==> src/rtl/ysyx_22041207_pkg.sv <==
// ysyx_22041207_pkg: shared hazard-controller state encoding and constants
package ysyx_22041207_pkg;
  typedef enum logic [1:0] {
    HZ_RUN     = 2'd0,
    HZ_MEMWAIT = 2'd1,
    HZ_DRAIN   = 2'd2
  } hz_state_e;
  localparam int HZ_DRAIN_DEPTH = 2;
  localparam logic [4:0] HZ_X0 = 5'd0;
endpackage

==> src/rtl/ysyx_22041207_hazard_perf.sv <==
// ysyx_22041207_hazard_perf: wrapping stall-cycle and redirect-event counters
// Ports: clk, rst (sync, active-high), stall_inc/flush_inc event strobes,
// stall_cycles/flush_events 32-bit counts.
module ysyx_22041207_hazard_perf (
  input  logic        clk,
  input  logic        rst,
  input  logic        stall_inc,
  input  logic        flush_inc,
  output logic [31:0] stall_cycles,
  output logic [31:0] flush_events
);
  logic [31:0] stall_q, stall_d, flush_q, flush_d;
  always_comb begin
    stall_d = stall_q + 32'(stall_inc);
    flush_d = flush_q + 32'(flush_inc);
  end
  always_ff @(posedge clk) begin
    if (rst) begin
      stall_q <= '0;
      flush_q <= '0;
    end else begin
      stall_q <= stall_d;
      flush_q <= flush_d;
    end
  end
  assign stall_cycles = stall_q;
  assign flush_events = flush_q;
endmodule

==> src/rtl/ysyx_22041207_hazard_ctrl.sv <==
// ysyx_22041207_hazard_ctrl: five-stage pipeline stall/bubble/flush sequencer
// Inputs: ID source regs and CSR flag, EX destination/load/redirect, MEM
// request/ack. Outputs: Mealy PC stall, per-register bubble/flush, ID_EX
// NOP insert, and perf counters (live only with YSYX_22041207_HAZARD_PERF_EN).
module ysyx_22041207_hazard_ctrl
  import ysyx_22041207_pkg::*;
#(
  parameter int DRAIN_DEPTH = HZ_DRAIN_DEPTH
) (
  input  logic        clk,
  input  logic        rst,
  input  logic [4:0]  id_rs1addr,
  input  logic [4:0]  id_rs2addr,
  input  logic        id_use_rs1,
  input  logic        id_use_rs2,
  input  logic        id_csr,
  input  logic [4:0]  ex_rwaddr,
  input  logic        ex_writeRD,
  input  logic        ex_memoryReadWen,
  input  logic        ex_redirect,
  input  logic        mem_req,
  input  logic        mem_ack,
  output logic        pc_stall,
  output logic        if_id_bubble,
  output logic        id_ex_bubble,
  output logic        ex_mem_bubble,
  output logic        mem_wb_bubble,
  output logic        if_id_flush,
  output logic        id_ex_flush,
  output logic        mem_wb_flush,
  output logic        id_ex_clear,
  output logic [31:0] stall_cycles,
  output logic [31:0] flush_events
);
  localparam int CW = $clog2(DRAIN_DEPTH + 2);
  hz_state_e state_q, state_d, eff;
  logic [CW-1:0] cnt_q, cnt_d;
  logic ret_q, ret_d;
  logic load_use, freeze, redirect, drain_hold, enter_drain, hold;
  always_comb begin
    // The ack cycle of MEMWAIT behaves like the state the freeze interrupted.
    eff = (state_q == HZ_MEMWAIT) ? (ret_q ? HZ_DRAIN : HZ_RUN) : state_q;
    freeze = (state_q == HZ_MEMWAIT) ? !mem_ack : (mem_req & !mem_ack);
    load_use = ex_memoryReadWen & ex_writeRD & (ex_rwaddr != HZ_X0) &
               ((id_use_rs1 & (id_rs1addr == ex_rwaddr)) | (id_use_rs2 & (id_rs2addr == ex_rwaddr)));
    redirect = !rst & !freeze & ex_redirect;
    // Counter value 1 is the last drain cycle: it reaches 0 here and releases the CSR.
    drain_hold = (eff == HZ_DRAIN) & (cnt_q > CW'(1));
    enter_drain = (eff == HZ_RUN) & !load_use & id_csr;
    hold = !rst & !freeze & !redirect & (drain_hold | ((eff == HZ_RUN) & (load_use | id_csr)));
    pc_stall = !rst & (freeze | hold);
    if_id_bubble = pc_stall;
    id_ex_bubble = !rst & freeze;
    ex_mem_bubble = id_ex_bubble;
    mem_wb_bubble = id_ex_bubble;
    if_id_flush = rst | redirect;
    id_ex_flush = if_id_flush;
    mem_wb_flush = rst | freeze;
    id_ex_clear = hold;
    state_d = freeze ? HZ_MEMWAIT : redirect ? HZ_RUN : (enter_drain | drain_hold) ? HZ_DRAIN : HZ_RUN;
    ret_d = freeze & ((state_q == HZ_MEMWAIT) ? ret_q : (state_q == HZ_DRAIN));
    cnt_d = freeze ? cnt_q : redirect ? '0 : enter_drain ? CW'(DRAIN_DEPTH) : drain_hold ? cnt_q - CW'(1) : '0;
  end
  always_ff @(posedge clk) begin
    if (rst) begin
      state_q <= HZ_RUN;
      cnt_q <= '0;
      ret_q <= 1'b0;
    end else begin
      state_q <= state_d;
      cnt_q <= cnt_d;
      ret_q <= ret_d;
    end
  end
`ifdef YSYX_22041207_HAZARD_PERF_EN
  ysyx_22041207_hazard_perf u_perf (
    .clk          (clk),
    .rst          (rst),
    .stall_inc    (pc_stall),
    .flush_inc    (redirect),
    .stall_cycles (stall_cycles),
    .flush_events (flush_events)
  );
`else
  assign stall_cycles = '0;
  assign flush_events = '0;
`endif
endmodule

==> config.mk <==
export PLATFORM = sky130hd
export DESIGN_NAME = ysyx_22041207_hazard_ctrl
export DESIGN_NICKNAME = d
export VERILOG_FILES = /design/src/rtl/ysyx_22041207_pkg.sv /design/src/rtl/ysyx_22041207_hazard_perf.sv /design/src/rtl/ysyx_22041207_hazard_ctrl.sv
export SDC_FILE = /design/constraint.sdc
export NUM_CORES = 1
export LEC_CHECK = 0
export CAP_MARGIN = 20
export CORE_MARGIN = 1.5
export CORE_UTILIZATION = 29
export DETAILED_ROUTE_END_ITERATION = 10
export PLACE_DENSITY = 0.89
export SLEW_MARGIN = 25
export SYNTH_ARGS = -nofsm -noshare
export SYNTH_HDL_FRONTEND = slang
export SYNTH_SLANG_ARGS = --single-unit
==> constraint.sdc <==
create_clock -name clk -period 2 [get_ports clk]
set_input_delay 0.4 -clock clk [delete_from_list [all_inputs] [get_ports clk]]
set_output_delay 0.4 -clock clk [all_outputs]
set_load 0.1 [all_outputs]
==> reports/summary.txt <==
Status: complete, but fails checks
Failing checks: negative setup slack
R2R Setup Slk: -150 ps
Async SR Flop Fraction: 0%
HPWL Detailed: 1610 um
Largest family of logic cells by synthesized area: buffers and inverters
Synth unique cells: 26
Cell count after synthesis: 119
P&R area growth vs syn: 47.25%
Maximum vdd ir drop: 316.3 uV
Synth warn: 0
Setup crit end kind: output pin
Number of synthesized flops with an enable pin: 0
FILL cells: 309
Worst-skew pair later-pin latency: 240 ps
Share of the synthesized area in the top cell type: 54.77%
Power, Total: 0.001011 W
RSZ-0062 raised after global routing: yes
Type of the worst setup path: reg -> out
Synth Area in Simple Gates: 12.48%
Row count: 20
Overall die width: 59.70 um
Required @ worst endpoint: 1600 ps
CTS tree: done
Clock sinks: 5
Type of the tightest min-delay check: reg -> reg
Final weighted congestion of routability-driven global placement: 0.7532
Clk slew on worst S/H paths: 40 ps
Initial antenna violation count: 0
Post-Synth Adder-Cell Area: 1.342%
TritonCTS Buffers: 3
Setup violators final: 5
DRC Markers: 0
Port Buffers: 33
Root Driver: clkbuf_4
CTS Buffer Depth: 2
N_diodes: 0
Max Freq: 0.4383 GHz
Number of max-cap violations: 0
Syn Area/Cell: 7.833 um2
P per Cell Area: 736.8 mW/mm2
H-Tree Depth: 1
Area leader, netlist: buf_4
Slew Limit Fails: 0
Cell area after synthesis: 932.1 um2
Post-synthesis sequential area ratio: 10.74%
Grt total ovfl: 0
Ys flop type: dfxtp_1
Post-Synth XOR/XNOR Area: 9.396%
Wire per inst: 9.318 um
Critical Path Fanout Max: 3
Post-CTS Hold Fix Bufs: 0
Share of cells above drive strength 1: 30.64%
Synth area leaders: buf_4, dfxtp_1, xnor2_1, a2111oi_4, nand2_1
Final hold viol count: 0
Leak: 0.6876 nW
Routed vias: 740
Clock skew: 1.855 ps
Die Footprint: 0.003563 mm2
Largest net degree at the start of global routing: 6
Die Y: 59.70 um
Most frequent cell after synthesis: buf_4
Post-synthesis mux area share: 1.074%
Arrival @ worst endpoint: 1880 ps
Initial DRC count: 19
Routed Antenna Nets: 0
Core Area: 0.003053 mm2
Io pins: 98
Synthesized flop and latch total: 5
Starting Density: 30.53%
Hold WS: 468.6 ps
Multi-input gate area: 609.3 um2
Final Cycle Share: 114.1%
Fin nets: 200
Register area: 105.1 um2
Detailed Route WL: 2022 um
Minimum clock period: 2281 ps
Vias per cell: 3.410
Post-synth top cells: buf_4, xnor2_1, dfxtp_1, nand2_1, nor2_1
GRT Total Usage: 11.02%
First-pass GRT wire length: 2829 um
DRT Pass-1 Iters: 4
Setup ws final: -281.3 ps
Synth Area in Compound Gates: 8.993%
Vias in the first global route: 629
Critical Path Start Type: register
## where the power goes
part,internal [W],switching [W]
combinational,0.000124,0.000666
sequential,0.000103,0.00000333
clock,0.0000753,0.0000398
## layout make-up
type	count	area share, %
Multi-Input combinational cell	107	44.39
Sequential cell	5	7.657
Tap cell	44	4.011
Clock buffer	4	1.914
Inverter	2	0.5469
Timing Repair Buffer	55	41.48
## per-stage QoR
step | worst slack [ps] | std cells | setup TNS, ps | util [%] | instance area [um2]
after floorplan | -1010 | 182 | -3360 | - | 1199
after global routing | -349.2 | 217 | -1393 | 44.96 | 1373
after detailed placement | -615.2 | 203 | -1844 | 41.07 | 1254
after CTS | -202.3 | 215 | -701.1 | 44.10 | 1346
after global placement | -544.2 | 203 | -1575 | 41.07 | 1254
final | -281.3 | 217 | -1023 | 44.96 | 1373
## critical path: stages, from the launching register on
cell       delay (ps)
dfxtp_2           340
nor2_2             50
a2111oi_4         390
nand4b_1          190
and2_4            210
o211ai_1          220
buf_12            240
## state kept, by name, indices dropped and copies added, names as in the netlist
signal,count
cnt_q,2
ret_q,1
state_q,2
## metal layers
metal | GRT usage (%) | wire length, um | vias to the layer above
li1 | - | - | 361
met3 | 3.463 | 171 | 0
met1 | 9.922 | 618 | 334
met4 | 4.762 | 0 | 0
met5 | 0 | 0 | -
met2 | 21.89 | 1231 | 45
## path summary, 6_finish.rpt
check | depth (start not counted) | end | start
max | 6 | if_id_bubble | state_q[1]
min | 1 | cnt_q[0] | cnt_q[0]
max reg2reg | 12 | state_q[1] | state_q[1]
min reg2reg | 1 | cnt_q[0] | cnt_q[0]
## logic make-up (layout without fill, tap and decap cells)
logic type               Yosys count  after routing
AND/OR/NAND/NOR                   22             22
flip-flops                         5              5
adder cells (fa/ha/maj)            1              1
XOR/XNOR                          10             10
other                              1             64
buffers and inverters             70             61
multiplexers                       1              1
AO/OA/AOI/OAI                      9              9
## cells in the final DEF (no fill, tap or decap), types with 2 or more instances in the layout
| master | n |
|---|---|
| nand2_1 | 4 |
| buf_2 | 2 |
| inv_1 | 2 |
| clkdlybuf4s50_1 | 5 |
| clkbuf_4 | 3 |
| clkdlybuf4s15_1 | 3 |
| nor2b_4 | 2 |
| conb_1 | 64 |
| dfxtp_1 | 3 |
| nor2_1 | 2 |
| buf_12 | 9 |
| xnor2_1 | 9 |
| buf_4 | 22 |
| nor2_2 | 3 |
| dlygate4sd2_1 | 11 |
| nand4_1 | 3 |
## what timing repair did
item	in CTS	in global routing
pin swaps	20	3
setup endpoints to repair	7	5
setup buffers	8	2
resized for setup	47	2
Power figures use the tool's default switching activity.
